===== config.mk =====
export PLATFORM = sky130hd
export DESIGN_NAME = clk_div_gen
export DESIGN_NICKNAME = d
export VERILOG_FILES = /design/src/rtl/clk_div_gen.sv
export SDC_FILE = /design/constraint.sdc
export NUM_CORES = 1
export LEC_CHECK = 0
export BUFFER_PORTS_ARGS = -buffer_cell sky130_fd_sc_hd__buf_2
export CORE_UTILIZATION = 30
export DETAILED_ROUTE_END_ITERATION = 8
export PLACE_DENSITY = 0.44
export SYNTH_ARGS = -nofsm -noshare
export SYNTH_HDL_FRONTEND = slang
export SYNTH_SLANG_ARGS = --single-unit
export TNS_END_PERCENT = 100

===== constraint.sdc =====
create_clock -name clk -period 4.6 [get_ports clk]
set_clock_uncertainty 0.15 [all_clocks]
set_input_delay 0.92 -clock clk [delete_from_list [all_inputs] [get_ports clk]]
set_output_delay 0.92 -clock clk [all_outputs]
set_load 0.05 [all_outputs]

===== src/rtl/clk_div_gen.sv =====
// Multi-channel programmable clock divider / tick-strobe generator.
// Each channel divides clk by a run-time divisor, with deferred reloads, graceful stop and global restart.
module clk_div_gen #(
  parameter int NUM_CH   = 3,
  parameter int CNT_W    = 8,
  parameter int DIV_INIT = 2
) (
  input  logic                    clk,
  input  logic                    rst,
  input  logic [NUM_CH-1:0]       en,
  input  logic [NUM_CH*CNT_W-1:0] div_in,
  input  logic [NUM_CH-1:0]       div_load,
  input  logic                    sync_restart,
  output logic [NUM_CH-1:0]       clk_out,
  output logic [NUM_CH-1:0]       tick,
  output logic [NUM_CH-1:0]       active
);

  function automatic logic [CNT_W-1:0] clamp_div(input logic [CNT_W-1:0] v);
    logic [CNT_W-1:0] r;
    if (v < CNT_W'(2)) begin
      r = CNT_W'(2);
    end else begin
      r = v;
    end
    return r;
  endfunction

  localparam logic [CNT_W-1:0] DIV_RST = clamp_div(CNT_W'(DIV_INIT));

  logic [CNT_W-1:0]  cnt_q      [NUM_CH];
  logic [CNT_W-1:0]  cnt_d      [NUM_CH];
  logic [CNT_W-1:0]  div_q      [NUM_CH];
  logic [CNT_W-1:0]  div_d      [NUM_CH];
  logic [CNT_W-1:0]  pend_q     [NUM_CH];
  logic [CNT_W-1:0]  pend_d     [NUM_CH];
  logic [CNT_W-1:0]  din_s      [NUM_CH];
  logic [CNT_W-1:0]  next_div_s [NUM_CH];
  logic [NUM_CH-1:0] last_s;
  logic [NUM_CH-1:0] pend_v_q;
  logic [NUM_CH-1:0] pend_v_d;
  logic [NUM_CH-1:0] run_q;
  logic [NUM_CH-1:0] run_d;
  logic [NUM_CH-1:0] clk_out_q;
  logic [NUM_CH-1:0] clk_out_d;
  logic [NUM_CH-1:0] tick_q;
  logic [NUM_CH-1:0] tick_d;
  logic [NUM_CH-1:0] active_q;
  logic [NUM_CH-1:0] active_d;

  // Per-channel next-state: restart, idle and period boundary all start a fresh period.
  always_comb begin
    for (int i = 0; i < NUM_CH; i++) begin
      din_s[i]    = clamp_div(div_in[i*CNT_W +: CNT_W]);
      last_s[i]   = (cnt_q[i] == (div_q[i] - CNT_W'(1)));
      pend_d[i]   = pend_q[i];
      pend_v_d[i] = pend_v_q[i];

      // A same-cycle load wins over an older pending value.
      if (div_load[i]) begin
        next_div_s[i] = din_s[i];
      end else if (pend_v_q[i]) begin
        next_div_s[i] = pend_q[i];
      end else begin
        next_div_s[i] = div_q[i];
      end

      // A running channel with en low is draining; it only stops when its period ends.
      if (sync_restart || !run_q[i] || last_s[i]) begin
        cnt_d[i]    = {CNT_W{1'b0}};
        run_d[i]    = en[i];
        div_d[i]    = next_div_s[i];
        pend_v_d[i] = 1'b0;
      end else begin
        cnt_d[i] = cnt_q[i] + CNT_W'(1);
        run_d[i] = 1'b1;
        div_d[i] = div_q[i];
        if (div_load[i]) begin
          pend_d[i]   = din_s[i];
          pend_v_d[i] = 1'b1;
        end else begin
          pend_d[i]   = pend_q[i];
          pend_v_d[i] = pend_v_q[i];
        end
      end

      clk_out_d[i] = run_d[i] && (cnt_d[i] < (div_d[i] >> 1));
      tick_d[i]    = run_d[i] && (cnt_d[i] == (div_d[i] - CNT_W'(1)));
      active_d[i]  = run_d[i];
    end
  end

  // State and output registers with synchronous reset.
  always_ff @(posedge clk) begin
    if (rst) begin
      for (int i = 0; i < NUM_CH; i++) begin
        cnt_q[i]  <= {CNT_W{1'b0}};
        div_q[i]  <= DIV_RST;
        pend_q[i] <= DIV_RST;
      end
      pend_v_q  <= {NUM_CH{1'b0}};
      run_q     <= {NUM_CH{1'b0}};
      clk_out_q <= {NUM_CH{1'b0}};
      tick_q    <= {NUM_CH{1'b0}};
      active_q  <= {NUM_CH{1'b0}};
    end else begin
      for (int i = 0; i < NUM_CH; i++) begin
        cnt_q[i]  <= cnt_d[i];
        div_q[i]  <= div_d[i];
        pend_q[i] <= pend_d[i];
      end
      pend_v_q  <= pend_v_d;
      run_q     <= run_d;
      clk_out_q <= clk_out_d;
      tick_q    <= tick_d;
      active_q  <= active_d;
    end
  end

  assign clk_out = clk_out_q;
  assign tick    = tick_q;
  assign active  = active_q;

endmodule


==> summary.md <==
| Metric | Value |
|---|---|
| Status | complete, no violations |
| Fmax | 254.4 MHz |
| ANT cells | 0 |
| CTS Root Buffer Type | clkbuf_16 |
| Final hold vios | 0 |
| Reg2reg start | div_q[0][16] |
| Worst slew pin tran | 0.7686 ns |
| Final setup viols | 0 |
| Worst Hold Class | reg2reg |
| Synth Flop Type | dfxtp_1 |
| Rel. slew slack | 48.76% |
| Gr busiest metal | met2 |
| Post-synth ARST share | 0% |
| Int Pwr | 1369 uW |
| Seq/Total Area, Yosys | 28.11% |
| # rows | 51 |
| Chip height | 143.2 um |
| Via-per-instance ratio | 5.184 |
| CP Class | reg2reg |
| Syn Nets | 820 |
| CTS tree | done |
| Register share of total power | 40.4% |
| P_sw | 593.4 uW |
| Clock Pin Slew Worst Setup and Hold Paths | 0.07 ns |
| Tcrit/Tclk final | 85.46% |
| RSZ-0062 raised after global routing | false |
| Hold_sp | pend_q[0][1] |
| Mean Syn Cell Area | 7.871 um^2 |
| Synth warnings | 0 |
| Starting Density | 30.64% |
| IO Port Bufs | 41 |
| Crit end category | flip-flop |
| Num Clock Sinks | 84 |
| IO Count | 42 |
| Min Clock Period, post-route | 3.931 ns |
| # hold bufs at CTS | 0 |
| Post-cts resize count | 0 |
| Combinational Power Share | 22.0% |
| Cells after Synth | 760 |
| Total wire length | 16.52 mm |
| Largest net degree at the start of global routing | 38 |
| Global-route wire length before repair | 26.97 mm |
| Gr ovfl total | 0 |
| Fin Setup TNS | 0 ns |
| Max Cap Viol | 0 |
| Num CTS Buffers | 9 |
| Max VDD drop | 0.0002215 V |
| First-pass DRT Iterations | 5 |
| Post-synth EDFFs | 0 |
| GRT Total Usage | 16.92% |
| P&R area growth vs syn | 11.52% |
| WL/cell | 15.78 um |
| Max-slew violations | 0 |
| Setup crit start | div_q[0][16] |
| H-tree levels | 3 |
| Max FO, Critical Path | 11 |
| Met2 Use GR | 27.91% |
| Vias in the first global route | 5260 |
| Switching share of power | 30.24% |
| Placed insts | 1033 |
| Bufs on Longest Clock Path | 2 |
| FF+latch count, synth | 84 |
| RD Place Congestion | 0.8677 |
| WP data arrival | 4.03 ns |
| Full die area | 20510 um^2 |
| Post-Layout Cell Count | 1047 |
| PD cells | 294.2 nW/um^2 |
| Antenna-violating nets left | 0 |
| Clock share of power | 37.6% |
| DIE WIDTH | 143.2 um |
| Yosys cell types | 80 |
| Share of post-route cells with drive strength above 1 | 10.10% |
| Dpl hpwl | 12.66 mm |
| Worst Setup Start Kind | flip-flop |
| Nets | 839 |
| Vias post-DR | 5428 |
| Detailed-route DRC error count | 0 |
| P_leak | 0.002698 uW |
| Hold WS | 0.3247 ns |
| M3 GR Usage | 2.146% |
| Mapped cell area | 5982 um^2 |
| Core Region | 19530 um^2 |
| Crit path required time | 4.70 ns |
| First DRT Iteration DRCs | 284 |
| Clock latency on the worst-skew pair | 0.35 ns |
| Setup Buffers After CTS | 0 |
| Initial antenna violation count | 0 |
| GR Util met1 | 21.78% |
## stage by stage
stage | cell area [um^2] | util (%) | total power (uW) | setup WS (ns)
global placement | 6380 | 32.67 | 1236 | 0.7047
detailed placement | 6380 | 32.67 | 1241 | 0.6705
floorplan | 5982 | - | 1134 | 0.8782
CTS | 6671 | 34.17 | 1992 | 0.6451
global route | 6671 | 34.17 | 2069 | 0.3026
finish | 6671 | 34.17 | 1962 | 0.6686
## path summary, 6_finish.rpt
| check | end | slack [ns] | cells past startpoint |
|---|---|---|---|
| max | clk_out[2] | 0.67 | 13 |
| min | pend_q[0][1] | 0.32 | 1 |
| max reg2reg | clk_out[2] | 0.67 | 13 |
| min reg2reg | pend_q[0][1] | 0.32 | 1 |
## sequential cells by signal (all words and copies together) (netlist names)
signal    count
active        3
pend_q       24
clk_out       3
pend_v_q      3
div_q        24
cnt_q        24
tick          3
## cells in the final DEF, fill, tap and decap left out, types with 4 or more instances in the layout
cell,Yosys,layout
a211oi_1,6,6
inv_1,20,20
nor3_1,26,26
ha_1,27,27
or3_1,5,5
clkbuf_16,0,9
nand2_1,41,41
nor2b_1,16,16
and2_1,10,10
nor2_1,134,134
o21ai_1,10,10
xor2_1,30,30
nand4_1,12,12
buf_2,9,41
a21oi_1,40,40
o22ai_1,6,6
nor4_1,5,5
nand3b_1,8,8
a31oi_1,7,7
and3_1,11,11
xnor2_1,38,38
dfxtp_1,84,84
buf_4,1,4
nand4b_1,9,9
o21ai_0,25,25
o21a_1,5,5
nand3_1,28,28
mux2i_1,25,25
nand2b_1,18,18
## cell usage after synthesis (all sizes together) (3+ instances only)
cell type / instances / area (um^2)
a211oi: 9 / 90.08
a21oi: 40 / 200.2
a221oi: 3 / 26.28
a22oi: 3 / 22.52
a31oi: 7 / 43.79
and2: 10 / 62.56
and3: 11 / 68.82
buf: 12 / 75.07
clkbuf: 25 / 93.84
dfxtp: 84 / 1682
ha: 27 / 337.8
inv: 20 / 75.07
mux2: 3 / 33.78
mux2i: 26 / 272.8
nand2: 41 / 153.9
nand2b: 18 / 112.6
nand3: 29 / 157.7
nand3b: 8 / 60.06
nand4: 13 / 87.58
nand4b: 9 / 78.83
nor2: 134 / 503.0
nor2b: 16 / 100.1
nor3: 27 / 140.1
nor4: 6 / 43.79
nor4b: 3 / 26.28
o211ai: 5 / 47.54
o21a: 6 / 46.30
o21ai: 36 / 183.9
o221ai: 3 / 43.80
o22ai: 6 / 37.54
or3: 5 / 31.28
or4: 3 / 30.03
xnor2: 39 / 349.1
xor2: 30 / 262.8
## logic make-up (layout without fill, tap and decap cells)
kind of cell | count (synthesis) | in the layout | share of synthesized area (%)
fa+ha+maj | 27 | 27 | 5.647
buf+inv | 57 | 79 | 4.079
flops | 84 | 84 | 28.11
mux | 29 | 29 | 5.124
compound gates | 147 | 147 | 17.09
xor+xnor | 69 | 69 | 10.23
simple gates | 347 | 347 | 29.72
## layer usage
metal / share of wire, % / vias up / wire length, um
met2: 47 / 94 / 7790
li1: - / 2755 / -
met4: 3.0 / 0 / 496
met1: 47 / 2552 / 7780
met3: 2.7 / 27 / 453
met5: 0 / - / 0
## power groups by stage
stage / Clock [uW] / Combinational [uW] / Sequential, uW
floorplan: 0 / 325 / 809
global placement: 0 / 427 / 810
detailed placement: 0 / 431 / 810
CTS: 766 / 433 / 794
global route: 790 / 480 / 799
finish: 737 / 431 / 794
## area by class of cell
cell class,instances,area (um^2)
fill,2082,12850
multi-input combinational,619,4056
sequential,84,1682
tap,265,331.6
clock buffer,12,256.5
timing repair buffer,45,235.2
inverter,20,75.07
clock inverter,2,35.03
## critical path, cell delays in order, from the launching register on
cell      delay, ns
dfxtp_1        0.36
inv_1          0.12
ha_1           0.21
or3b_1         0.36
a211oi_1       0.25
o211ai_1       0.12
a2111o_1       0.53
and2_1         0.43
o21ai_1        0.18
nor2b_1        0.35
ha_1           0.31
nand4_1        0.10
a21oi_1        0.06
nor4b_1        0.29
No activity file was read; power rests on OpenSTA's default activity.
